[src/rtl/mem_bus_if.sv]
// External data-bus signal bundle: valid/ready request channel with byte enables.
// The adapter drives the request side through the master modport.
interface mem_bus_if;
  logic        bus_valid;
  logic        bus_we;
  logic [31:0] bus_addr;
  logic [31:0] bus_wdata;
  logic [3:0]  bus_be;
  logic        bus_ready;
  logic [31:0] bus_rdata;

  modport master (
    output bus_valid, bus_we, bus_addr, bus_wdata, bus_be,
    input  bus_ready, bus_rdata
  );

  modport slave (
    input  bus_valid, bus_we, bus_addr, bus_wdata, bus_be,
    output bus_ready, bus_rdata
  );
endinterface

[src/rtl/mem_bus.sv]
// Data-memory bus adapter: turns memory-stage load/store strobes into one valid/ready
// bus transfer with lane steering, load extension, misalignment and timeout errors.
module mem_bus #(
  parameter int unsigned TIMEOUT = 255
) (
  input  logic        clk,
  input  logic        rst,
  input  logic        mem_ren,
  input  logic        mem_wen,
  input  logic [31:0] mem_addr,
  input  logic [31:0] mem_out,
  input  logic [1:0]  mem_size,
  input  logic        mem_unsigned,
  output logic [31:0] mem_in,
  output logic        stall,
  output logic        bus_err,
  mem_bus_if.master   bus
);

  typedef enum logic [1:0] {StIdle, StReq, StDone, StErr} state_e;

  state_e      state_q, state_d;
  logic [15:0] cnt_q, cnt_d;
  logic        we_q;
  logic [31:0] addr_q;
  logic [31:0] wdata_q;
  logic [3:0]  be_q;
  logic [1:0]  size_q;
  logic        uns_q;
  logic [1:0]  lane_q;
  logic [31:0] rdata_q;

  logic        req;
  logic        misalign;
  logic        accept;
  logic        capture;
  logic [3:0]  be_calc;
  logic [31:0] wdata_calc;
  logic [31:0] shifted;
  logic [31:0] load_ext;

  assign req = mem_ren | mem_wen;

  // Size 3 decodes as word everywhere, so test size[1] rather than size == 2.
  always_comb begin
    misalign   = 1'b0;
    be_calc    = 4'b1111;
    wdata_calc = mem_out;
    if (mem_size == 2'd0) begin
      be_calc    = 4'b0001 << mem_addr[1:0];
      wdata_calc = {4{mem_out[7:0]}};
    end else if (mem_size == 2'd1) begin
      misalign   = mem_addr[0];
      be_calc    = mem_addr[1] ? 4'b1100 : 4'b0011;
      wdata_calc = {2{mem_out[15:0]}};
    end else begin
      misalign   = (mem_addr[1:0] != 2'b00);
    end
  end

  assign shifted = bus.bus_rdata >> {lane_q, 3'b000};

  always_comb begin
    load_ext = bus.bus_rdata;
    if (size_q == 2'd0) begin
      load_ext = uns_q ? {24'd0, shifted[7:0]} : {{24{shifted[7]}}, shifted[7:0]};
    end else if (size_q == 2'd1) begin
      load_ext = uns_q ? {16'd0, shifted[15:0]} : {{16{shifted[15]}}, shifted[15:0]};
    end
  end

  always_comb begin
    state_d = state_q;
    cnt_d   = cnt_q;
    accept  = 1'b0;
    capture = 1'b0;
    unique case (state_q)
      StIdle: begin
        if (req) begin
          if (misalign) begin
            state_d = StErr;
          end else begin
            state_d = StReq;
            accept  = 1'b1;
            cnt_d   = 16'd0;
          end
        end
      end
      StReq: begin
        if (bus.bus_ready) begin
          state_d = StDone;
          capture = 1'b1;
        end else if (cnt_q == 16'(TIMEOUT)) begin
          state_d = StErr;
        end else begin
          cnt_d = cnt_q + 16'd1;
        end
      end
      StDone:  state_d = StIdle;
      StErr:   state_d = StIdle;
      default: state_d = StIdle;
    endcase
  end

  always_ff @(posedge clk or negedge rst) begin
    if (!rst) begin
      state_q <= StIdle;
      cnt_q   <= 16'd0;
      we_q    <= 1'b0;
      addr_q  <= 32'd0;
      wdata_q <= 32'd0;
      be_q    <= 4'd0;
      size_q  <= 2'd0;
      uns_q   <= 1'b0;
      lane_q  <= 2'd0;
      rdata_q <= 32'd0;
    end else begin
      state_q <= state_d;
      cnt_q   <= cnt_d;
      if (accept) begin
        we_q    <= mem_wen;
        addr_q  <= {mem_addr[31:2], 2'b00};
        wdata_q <= wdata_calc;
        be_q    <= be_calc;
        size_q  <= mem_size;
        uns_q   <= mem_unsigned;
        lane_q  <= mem_addr[1:0];
      end
      if (capture) begin
        rdata_q <= we_q ? 32'd0 : load_ext;
      end
    end
  end

  assign bus.bus_valid = (state_q == StReq);
  assign bus.bus_we    = we_q;
  assign bus.bus_addr  = addr_q;
  assign bus.bus_wdata = wdata_q;
  assign bus.bus_be    = be_q;

  assign mem_in  = (state_q == StDone) ? rdata_q : 32'd0;
  assign bus_err = (state_q == StErr);
  // Gated by rst so a request held during reset cannot raise stall.
  assign stall   = rst & ((state_q == StReq) | ((state_q == StIdle) & req));

endmodule

[src/flat_wrapper.sv]
// flat-port wrapper written by rule: the top's interface ports become plain ports
module mem_bus_flat 
#(
  parameter int unsigned TIMEOUT = 255
)
  (clk, rst, mem_ren, mem_wen, mem_addr, mem_out, mem_size, mem_unsigned, mem_in, stall, bus_err, bus_bus_valid, bus_bus_we, bus_bus_addr, bus_bus_wdata, bus_bus_be, bus_bus_ready, bus_bus_rdata);
  mem_bus_if bus_i ();
  input  logic clk;
  input  logic rst;
  input  logic mem_ren;
  input  logic mem_wen;
  input  logic [31:0] mem_addr;
  input  logic [31:0] mem_out;
  input  logic [1:0] mem_size;
  input  logic mem_unsigned;
  output logic [31:0] mem_in;
  output logic stall;
  output logic bus_err;
  output wire logic [$bits(bus_i.bus_valid)-1:0] bus_bus_valid;
  output wire logic [$bits(bus_i.bus_we)-1:0] bus_bus_we;
  output wire logic [$bits(bus_i.bus_addr)-1:0] bus_bus_addr;
  output wire logic [$bits(bus_i.bus_wdata)-1:0] bus_bus_wdata;
  output wire logic [$bits(bus_i.bus_be)-1:0] bus_bus_be;
  input wire logic [$bits(bus_i.bus_ready)-1:0] bus_bus_ready;
  input wire logic [$bits(bus_i.bus_rdata)-1:0] bus_bus_rdata;
  assign bus_bus_valid = bus_i.bus_valid;
  assign bus_bus_we = bus_i.bus_we;
  assign bus_bus_addr = bus_i.bus_addr;
  assign bus_bus_wdata = bus_i.bus_wdata;
  assign bus_bus_be = bus_i.bus_be;
  assign bus_i.bus_ready = bus_bus_ready;
  assign bus_i.bus_rdata = bus_bus_rdata;
  mem_bus #(.TIMEOUT(TIMEOUT)) u_core (.clk(clk), .rst(rst), .mem_ren(mem_ren), .mem_wen(mem_wen), .mem_addr(mem_addr), .mem_out(mem_out), .mem_size(mem_size), .mem_unsigned(mem_unsigned), .mem_in(mem_in), .stall(stall), .bus_err(bus_err), .bus(bus_i));
endmodule
[config.mk]
export PLATFORM = sky130hd
export DESIGN_NAME = mem_bus_flat
export DESIGN_NICKNAME = d
export VERILOG_FILES = /design/src/rtl/mem_bus_if.sv /design/src/rtl/mem_bus.sv /design/src/flat_wrapper.sv
export SDC_FILE = /design/constraint.sdc
export NUM_CORES = 1
export LEC_CHECK = 0
export ABC_AREA = 1
export BUFFER_PORTS_ARGS = -buffer_cell sky130_fd_sc_hd__buf_2
export CAP_MARGIN = 40
export CORE_MARGIN = 5
export CORE_UTILIZATION = 51
export CTS_CLUSTER_DIAMETER = 200
export CTS_CLUSTER_SIZE = 28
export DETAILED_ROUTE_END_ITERATION = 6
export PLACE_DENSITY = 0.8
export SLEW_MARGIN = 25
export SYNTH_ARGS = -nofsm -noshare
export SYNTH_HDL_FRONTEND = slang
export SYNTH_SLANG_ARGS = --single-unit
[constraint.sdc]
create_clock -name clk -period 1.8 [get_ports clk]
set_input_delay 0.09 -clock clk [delete_from_list [all_inputs] [get_ports clk]]
set_output_delay 0.09 -clock clk [all_outputs]
set_load 0.02 [all_outputs]
==> Word level (Yosys, flattened, before mapping) <==
Index checks and enable logic that the tools add are counted.
{ "op_classes": {"n_addsub": 1, "eq_ne": 11, "n_shift": 2, "n_mux": 28, "n_bitwise": 4, "n_reduce_logical": 8} }
{ "ops": {"columns": ["operator", "count"], "rows": [
  ["$mux W32", 8],
  ["$mux W16", 4],
  ["$pmux W16 S2", 1],
  ["$shr A32 B5 Y16", 1],
  ["$add A16 B1 Y16 const B", 1],
  ["$eq A16 B8 Y1 const B", 1],
  ["$mux W4", 3],
  ["$mux W2", 4],
  ["$mux W1", 7],
  ["$eq A2 B1 Y1 const B", 3],
  ["$logic_not A2 Y1", 3],
  ["$ne A2 B2 Y1 const B", 3],
  ["$pmux W2 S3", 1],
  ["$reduce_and A5 Y1", 1],
  ["$eq A2 B2 Y1 const B", 2],
  ["$reduce_bool A2 Y1", 2],
  ["$shl A1 B2 Y4 const A", 1],
  ["$ne A3 B1 Y1 const B", 1],
  ["$and A1 B1 Y1", 2],
  ["$ne A2 B1 Y1 const B", 1],
  ["$or A1 B1 Y1", 2],
  ["$reduce_and A2 Y1", 1],
  ["$reduce_or A2 Y1", 1]
]} }
{ "word_totals": {"ff_bits": 122, "in_bits": 104, "output_inout_bits": 104} }

==> Logic depth before layout (Yosys ltp) <==
Gate-level depths: netlist of run 1.
{ "logic_depth": {"ltp_word": 6, "ltp_mapped": 10, "ltp_nobuf": 10} }

==> Worst setup path before layout of run 1 <==
Ideal clock, no wire load.
{ "synth_timing": {"kind": "register to register", "from": "register u_core.cnt_q[0]", "to": "register u_core.cnt_q[0]", "setup_ns": 0.119, "t_arrival_ns": 1.343, "required_time_ns": 1.681, "setup_slack_ns": 0.338, "path_stages_with_launch": 10, "cell_sequence": "dfrtp_1 > ha_1 > nand3_2 > inv_2 > nand2_2 > inv_2 > nand3_2 > nand2_4 > buf_6 > o21a_1"} }
{ "synth_via": {"elab_chain_len": 4} }
{ "synth_rtl": {"columns": ["item", "line_no", "rtl"], "rows": [
  ["start, declared", "mem_bus.sv:23", "logic [15:0] cnt_q, cnt_d;"],
  ["start signal, assigned", "mem_bus.sv:119", "cnt_q <= cnt_d;"],
  ["$add A16 B1 Y16", "mem_bus.sv:96", "cnt_d = cnt_q + 16'd1;"],
  ["$mux W16", "mem_bus.sv:93", "end else if (cnt_q == 16'(TIMEOUT)) begin"],
  ["$mux W16", "mem_bus.sv:90", "if (bus.bus_ready) begin"],
  ["$pmux W16 S2", "mem_bus.sv:77", "unique case (state_q)"]
]} }
Parallel ways exist; a longest one is shown, timed or not. The select of a mux whose other input is x is not followed.
A chain may end at the register's enable or synchronous reset.

==> Worst setup path in the final report of run 1 <==
{ "layout_timing": {"from": "register u_core.state_q[0]", "to": "register u_core.wdata_q[23] (netlist: u_core.bus.bus_wdata[23])"} }
{ "layout_via": {"elab_chain_len": 2} }
{ "layout_rtl": {"columns": ["item", "line_no", "rtl"], "rows": [
  ["start, declared", "mem_bus.sv:22", "state_e state_q, state_d;"],
  ["start signal, assigned", "mem_bus.sv:107", "state_q <= StIdle;"],
  ["start signal, assigned", "mem_bus.sv:118", "state_q <= state_d;"],
  ["$logic_not A2 Y1", "mem_bus.sv:77", null],
  ["$mux W1", "mem_bus.sv:77", null],
  ["end signal, assigned", "mem_bus.sv:123", "wdata_q <= wdata_calc;"],
  ["end, declared", "mem_bus.sv:26", "logic [31:0] wdata_q;"]
]} }
Every way passes these cells.

==> results of run 1 <==
registers in the layout (all words and copies together) (netlist names):
| name | cells |
|---|---|
| u_core.state_q | 2 |
| u_core.size_q | 2 |
| u_core.bus.bus_wdata | 32 |
| u_core.bus.bus_addr | 30 |
| u_core.rdata_q | 32 |
| u_core.bus.bus_be | 4 |
| u_core.uns_q | 1 |
| u_core.cnt_q | 16 |
| u_core.lane_q | 2 |
| u_core.bus.bus_we | 1 |
tightest hold or removal path, cell delays in order:
cell and delay (ns):
buf_2 0.10, inv_1 0.09, o211ai_1 0.10
metal layers:
layer  vias up  wire, um  part of all wire (%)
met1      3276      8520                    38
li1       3269         -                     -
met5         -         0                     0
met3       102      2040                   9.1
met4         0      1080                   4.8
met2       406     10700                    48
cell usage after synthesis:
library cell,number,area [um^2]
nor2_1,81,304
nand3_2,4,40.0
inv_1,65,244
nand3_1,55,275
a31oi_1,8,50.1
inv_4,1,6.26
inv_2,6,22.5
a41oi_1,8,70.1
o211ai_1,11,82.6
nand2_4,4,45.0
nor3_1,2,10.0
xor2_1,6,52.6
a21oi_1,3,15.0
or2_2,14,87.6
nor2_2,4,25.0
buf_1,2,7.51
buf_4,9,67.6
o21a_1,2,15.0
nor2_4,3,33.8
buf_2,10,50.1
o21ai_1,20,100
nand2_2,4,25.0
o21bai_1,2,15.0
o21ai_0,41,205
o22ai_1,2,12.5
dfrtp_1,122,3050
nand2_1,347,1300
buf_6,9,101
nor2_8,1,20.0
ha_1,1,12.5
conb_1,1,3.75
nand4_1,5,31.3
clkbuf_1,8,30.0
path summary, 6_finish.rpt:
check | cells past startpoint | slack [ns] | end
min in group asynchronous | 2 | 0.12 | u_core.bus.bus_wdata[7]
max reg2reg | 8 | 0.12 | u_core.bus.bus_wdata[23]
min reg2reg | 2 | 0.48 | u_core.bus.bus_addr[24]
max in group asynchronous | 3 | 0.92 | u_core.rdata_q[26]
min | 3 | 0.0009 | u_core.bus.bus_be[1]
max | 8 | 0.12 | u_core.bus.bus_wdata[23]
power groups by stage:
stage | combinational, uW | clock, uW | sequential (uW)
floorplan | 3390 | 0 | 5370
detailed placement | 6070 | 0 | 4610
global placement | 5930 | 0 | 4620
CTS | 6230 | 3570 | 4620
global route | 7070 | 3720 | 4810
finish | 6450 | 3570 | 4700
stage by stage:
| stage | worst slack [ns] | total power (uW) | utilization [%] |
|---|---|---|---|
| 2_1_floorplan | 0.338 | 8750 | - |
| 3_3_place_gp | 0.124 | 10500 | 60.6 |
| 3_5_place_dp | 0.122 | 10700 | 60.6 |
| 4_1_cts | 0.104 | 14400 | 71.5 |
| 5_1_grt | 0.0174 | 15600 | 71.9 |
| 6_report | 0.116 | 14700 | 71.9 |
what timing repair did:
action / in CTS / in global routing
setup endpoints to repair: 0 / 10
hold buffers: 75 / 0
endpoints found under the hold margin: 195 / 0
gates resized for setup: 0 / 4
layout make-up:
| cell class | count | area (um^2) | area share [%] |
|---|---|---|---|
| diodes | 1 | 2.50 | 0.0279 |
| clock buffers | 19 | 443 | 4.94 |
| clock inverters | 13 | 166 | 1.86 |
| inverters | 72 | 273 | 3.04 |
| multi-input cells | 630 | 2850 | 31.8 |
| flip-flops and latches | 122 | 3050 | 34.0 |
| well taps | 172 | 215 | 2.40 |
| repair buffers | 296 | 1970 | 21.9 |
kinds of logic after synthesis:
| logic type | Yosys count | synth area share (%) |
|---|---|---|
| DFF | 122 | 47.6 |
| adders and majority gates | 1 | 0.195 |
| other | 1 | 0.0584 |
| xor gates and xnor gates | 6 | 0.819 |
| and+or+nand+nor | 524 | 34.3 |
| buffers and inverters | 110 | 8.25 |
| AOI/OAI and AO/OA | 97 | 8.81 |
==> metrics.md, run 1 <==
| Metric | Value |
|---|---|
| Pins Over Slew Limit | `0` |
| Largest stage delay on the critical path | `0.43 ns` |
| Worst path cell trace | `inv_1, nand2_1, nor2_2, nand2_2, inv_2, buf_16, o21ai_0, o21ai_1` |
| Synthesis Warnings | `0` |
| Crit path from | `u_core.state_q[0]` |
| LEAKAGE | `0.00475 uW` |
| Clk buf depth | `2` |
| Pint | `8260 uW` |
| Synth Register Bits | `122` |
| Worst-path clk slew | `0.06 ns` |
| CTS root buffer | `clkbuf_16` |
| Grt ovf | `0` |
| PD cells | `1640 mW/mm^2` |
| Post-CTS Setup Repair Bufs | `0` |
| Share of cells above drive strength 1 | `25.5%` |
| Core ar. | `0.0125 mm^2` |
| CP endpoint kind | `register` |
| Commonest non-fill, non-tap cell in the layout | `nand2_1` |
| Max Freq | `594 MHz` |
| Commonest non-fill, non-tap cells in the layout | `nand2_1 (347), buf_2 (204), dfrtp_1 (122)` |
| H-tree depth | `4` |
| Post-route cell area | `0.00897 mm^2` |
| Post-Synthesis Cells | `861` |
| WP buf/inv | `3` |
| CTS tree | `built` |
| Post-DR vias/cell | `5.32` |
| Switching Fraction | `43.9%` |
| Global-route wire length before repair | `34700 um` |
| Met3 Track Usage GR | `9.56%` |
| Hold Slack | `0.000881 ns` |
| Setup_tns | `0 ns` |
| Final min period | `1.68 ns` |
| Final period utilization | `93.6%` |
| RSZ-0062 raised after global routing | `no` |
| Finished Layout Cells | `1325` |
| Area of the die | `0.0149 mm^2` |
| Seq/Total Area, Yosys | `47.6%` |
| Rows | `41` |
| Final #Nets | `1244` |
| Syn-to-layout area delta | `39.8%` |
| Crit Reg-Reg Startpoint | `u_core.state_q[0]` |
| Residual DRC | `0` |
| Slew Limit Headroom | `59.7%` |
| DP Cell Count | `1216` |
| Initial core utilization | `51.5%` |
| Sink Count | `122` |
| Overall Global Routing Usage | `29.9%` |
| P_sw | `6460 uW` |
| Max-cap violation count | `0` |
| CTS buffer count | `17` |
| Final setup vio count | `0` |
| Grt met1 use | `34.9%` |
| Clock skew | `0.0151 ns` |
| Worst-Margin Slew | `0.602 ns` |
| Cell family with the largest share of critical-path delay | `buffers and inverters` |
| Final number of hold-violating endpoints | `0` |
| Post-Route WL | `22400 um` |
| Worst Hold Class | `input pin to register` |
| Dpl hpwl | `13800 um` |
| HP Start | `mem_addr[0]` |
| Worst path slowest cell | `dfrtp_1` |
| Met2 usage | `50.1%` |
| Max VDD drop | `0.000921 V` |
| Max FO, Critical Path | `43` |
| Layout fillers | `945` |
| Clk_lat worst skew | `0.43 ns` |
| Gr busiest metal | `met2` |
| GPL Wtd Cong | `0.870` |
| Largest net degree at the start of global routing | `90` |
| Vias | `7053` |
| Synth Cell Area | `0.00642 mm^2` |
| Status | `completed` |
| Die height | `122 um` |
| WL/cell | `16.9 um` |
| Placed cell area | `0.00756 mm^2` |
| Clock Power Share | `24.3%` |
| DR iter-0 viols | `697` |
| WP data arrival | `2.03 ns` |
| Combinational group share of total power | `43.8%` |
| Syn_area_per_cell | `7.45 um^2` |
| Post-route antenna net violation count | `0` |
| DR pass1 iterations | `5` |
| Vias in the first global route | `6874` |
| Setup CP Type | `register to register` |
| Startpoint Class | `register` |
| Antenna violations before repair | `1` |
| Post-synth cell types | `33` |
| Worst Path Required | `2.15 ns` |
| Die Span X | `122 um` |
| Port buffer count | `205` |
| Sequential power share | `32.0%` |
| Ports | `208` |
No activity file was read; power rests on OpenSTA's default activity.
==> inputs of run 2 (changes only) <==
- CORE_MARGIN: 5 -> not set
==> run 2 against run 1 <==
Effect of this change: global-route usage up 2.8 points; clock-buffer cell count up 4; wire length down 7.1%; total power is 0.24% lower; clock skew fell by 0.0048 ns; design area decreased by 0.24%; final cell count shrank 0.30%.
==> metrics.md, run 2 (same netlist as run 1, synthesis figures left out) <==
| Metric | Value |
|---|---|
| Pins Over Slew Limit | `0 (unchanged)` |
| CTS buffer count | `17 (unchanged)` |
| WP depth | `8 (unchanged)` |
| Worst path cell trace | `inv_1, nand2_1, nor2_2, nand2_4, inv_2, buf_6, nor2_1, a31oi_1` |
| Switching Fraction | `43.0% (-0.84 points)` |
| Worst path slowest cell | `dfrtp_1` |
| Post-CTS Setup Repair Bufs | `0 (unchanged)` |
| Final min period | `1.72 ns (+0.0359 ns)` |
| Core ar. | `0.0122 mm^2 (-2.4%)` |
| Clk_lat worst skew | `0.42 ns (about the same)` |
| Max VDD drop | `0.00100 V (+8.7%)` |
| Post-route antenna net violation count | `0 (unchanged)` |
| Routed wire length on met3 | `1630 um (-20%)` |
| Ports | `208 (unchanged)` |
| Hold Crit Depth | `3 (unchanged)` |
| Residual DRC | `0 (unchanged)` |
| Largest stage delay on the critical path | `0.42 ns (about the same)` |
| Sink Count | `122 (unchanged)` |
| Fin util | `73.6% (+1.6 points)` |
| RSZ-0062 raised after global routing | `no` |
| Max-cap violation count | `0 (unchanged)` |
| DR pass1 iterations | `7 (+2)` |
| Grt ovf | `0 (unchanged)` |
| Port buffer count | `205 (unchanged)` |
| WL met2 | `9980 um (-7.0%)` |
| Routed length on met1 | `8180 um (-4.0%)` |
| CTS tree | `built` |
| LEAKAGE | `0.00475 uW (about the same)` |
| Pint | `8360 uW (+1.3%)` |
| Commonest non-fill, non-tap cells in the layout | `nand2_1 (347), buf_2 (204), dfrtp_1 (122)` |
| Sequential power share | `31.7% (-0.3 points)` |
| Final period utilization | `95.6% (+2.0 points)` |
| Critical Path Sink | `u_core.bus.bus_wdata[11]` |
| Die Span X | `114 um (-6.5%)` |
| Overall Global Routing Usage | `32.8% (+2.8 points)` |
| GPL Wtd Cong | `0.921 (+5.9%)` |
| Final #Nets | `1244 (unchanged)` |
| Startpoint Class | `register` |
| Global-route wire length before repair | `32700 um (-5.7%)` |
| PD cells | `1640 mW/mm^2 (about the same)` |
| Dpl hpwl | `12900 um (-6.0%)` |
| Syn-to-layout area delta | `39.4%` |
| Commonest non-fill, non-tap cell in the layout | `nand2_1` |
| Slew Limit Headroom | `58.6% (-1.2 points)` |
| H-tree depth | `4 (unchanged)` |
| Crit path from | `u_core.state_q[0]` |
| Clock skew | `0.0102 ns (-0.00485 ns)` |
| DR iter-0 viols | `606 (-13%)` |
| Die height | `114 um (-6.5%)` |
| Post-DR vias/cell | `5.28 (-0.72%)` |
| Rows | `40 (-2.4%)` |
| Largest net degree at the start of global routing | `114 (+27%)` |
| Max Freq | `581 MHz (-2.1%)` |
| Worst-Margin Slew | `0.619 ns (+0.0173 ns)` |
| Worst Hold Class | `input pin to register` |
| Initial core utilization | `52.8% (+1.3 points)` |
| Final number of hold-violating endpoints | `0 (unchanged)` |
| Clock Power Share | `24.7% (+0.4 points)` |
| R2R depth | `8 (unchanged)` |
| Status | `completed` |
| Worst-path clk slew | `0.06 ns (about the same)` |
| WL/cell | `15.7 um (-6.8%)` |
| P_sw | `6320 uW (-2.2%)` |
| Post-Route WL | `20800 um (-7.1%)` |
| CP endpoint kind | `register` |
| Minimum setup slack among reg-to-reg paths | `0.08 ns (-0.04 ns)` |
| Top Metal Used | `met4` |
| Layout fillers | `895 (-5.3%)` |
| Antenna violations before repair | `0 (-1)` |
| CTS root buffer | `clkbuf_16` |
| Clk buf depth | `2 (unchanged)` |
| Final setup vio count | `0 (unchanged)` |
| Reg2reg end | `u_core.bus.bus_wdata[11]` |
| WP data arrival | `2.03 ns (about the same)` |
| Tot Pwr | `14700 uW (-0.24%)` |
| Vias | `6981 (-1.0%)` |
| Worst Path Required | `2.11 ns (-0.04 ns)` |
| Setup CP Type | `register to register` |
| Share of cells above drive strength 1 | `25.5% (unchanged)` |
| Cell family with the largest share of critical-path delay | `simple AND/OR/NAND/NOR gates` |
| Combinational group share of total power | `43.6% (-0.2 points)` |
| Crit Reg-Reg Startpoint | `u_core.state_q[0]` |
| Area of the die | `0.0130 mm^2 (-13%)` |
| Setup_tns | `0 ns (unchanged)` |
| Vias in the first global route | `6830 (-0.64%)` |
| WP buf/inv | `3 (unchanged)` |
| Max FO, Critical Path | `31 (-28%)` |
run 2: worst min-delay path by stage:
stage	start	end	slack, ns
finish	bus_bus_rdata[7]	u_core.rdata_q[7]	0.02
global route	bus_bus_rdata[10]	u_core.rdata_q[10]	0.05
CTS	bus_bus_rdata[7]	u_core.rdata_q[7]	0.01
detailed placement	rst	u_core.cnt_q[9]	-0.06
global placement	rst	u_core.cnt_q[9]	-0.06
floorplan	rst	u_core.bus.bus_addr[10]	-0.21
run 2: final cells by class:
type                            count  area [um^2]  share of cell area (%)
Clock buffer                       23          498                    5.57
Sequential cell                   122         3050                    34.1
Tap cell                          168          210                    2.35
Multi-Input combinational cell    630         2850                    31.9
Timing Repair Buffer              296         1920                    21.5
Antenna cell                        1         2.50                  0.0280
Clock inverter                      9          136                    1.52
Inverter                           72          273                    3.05
run 2: power groups by stage:
stage               combinational, uW  sequential (uW)  clock [uW]
global placement                 5890             4550           0
CTS                              6180             4550        3640
floorplan                        3390             5370           0
detailed placement               6040             4540           0
finish                           6400             4650        3630
global route                     6980             4740        3780
run 2: layer usage:
| layer | GRT usage [%] | up-vias |
|---|---|---|
| li1 | - | 3272 |
| met1 | 37.6 | 3229 |
| met2 | 55.4 | 395 |
| met3 | 9.26 | 85 |
| met4 | 17.8 | 0 |
| met5 | 0 | - |
run 2: tightest hold or removal path, stage by stage:
cell and delay, ns:
buf_2 0.10, o21ai_0 0.09, o22ai_1 0.11
run 2: per-stage QoR:
step	hold slack (ns)	cells	area, um^2	worst slack, ns
4_1_cts	0.0111	1320	8920	0.0390
6_report	0.0206	1321	8950	0.0801
5_1_grt	0.0484	1320	8940	0.0144
2_1_floorplan	-0.206	862	6420	0.338
3_3_place_gp	-0.0588	1213	7530	0.0899
3_5_place_dp	-0.0587	1213	7530	0.0590
run 2: what timing repair did:
action | CTS | global route
hold buffers | 75 | 0
resized for setup | 0 | 5
hold endpoints to repair | 196 | 0
endpoints found under the setup margin | 0 | 28
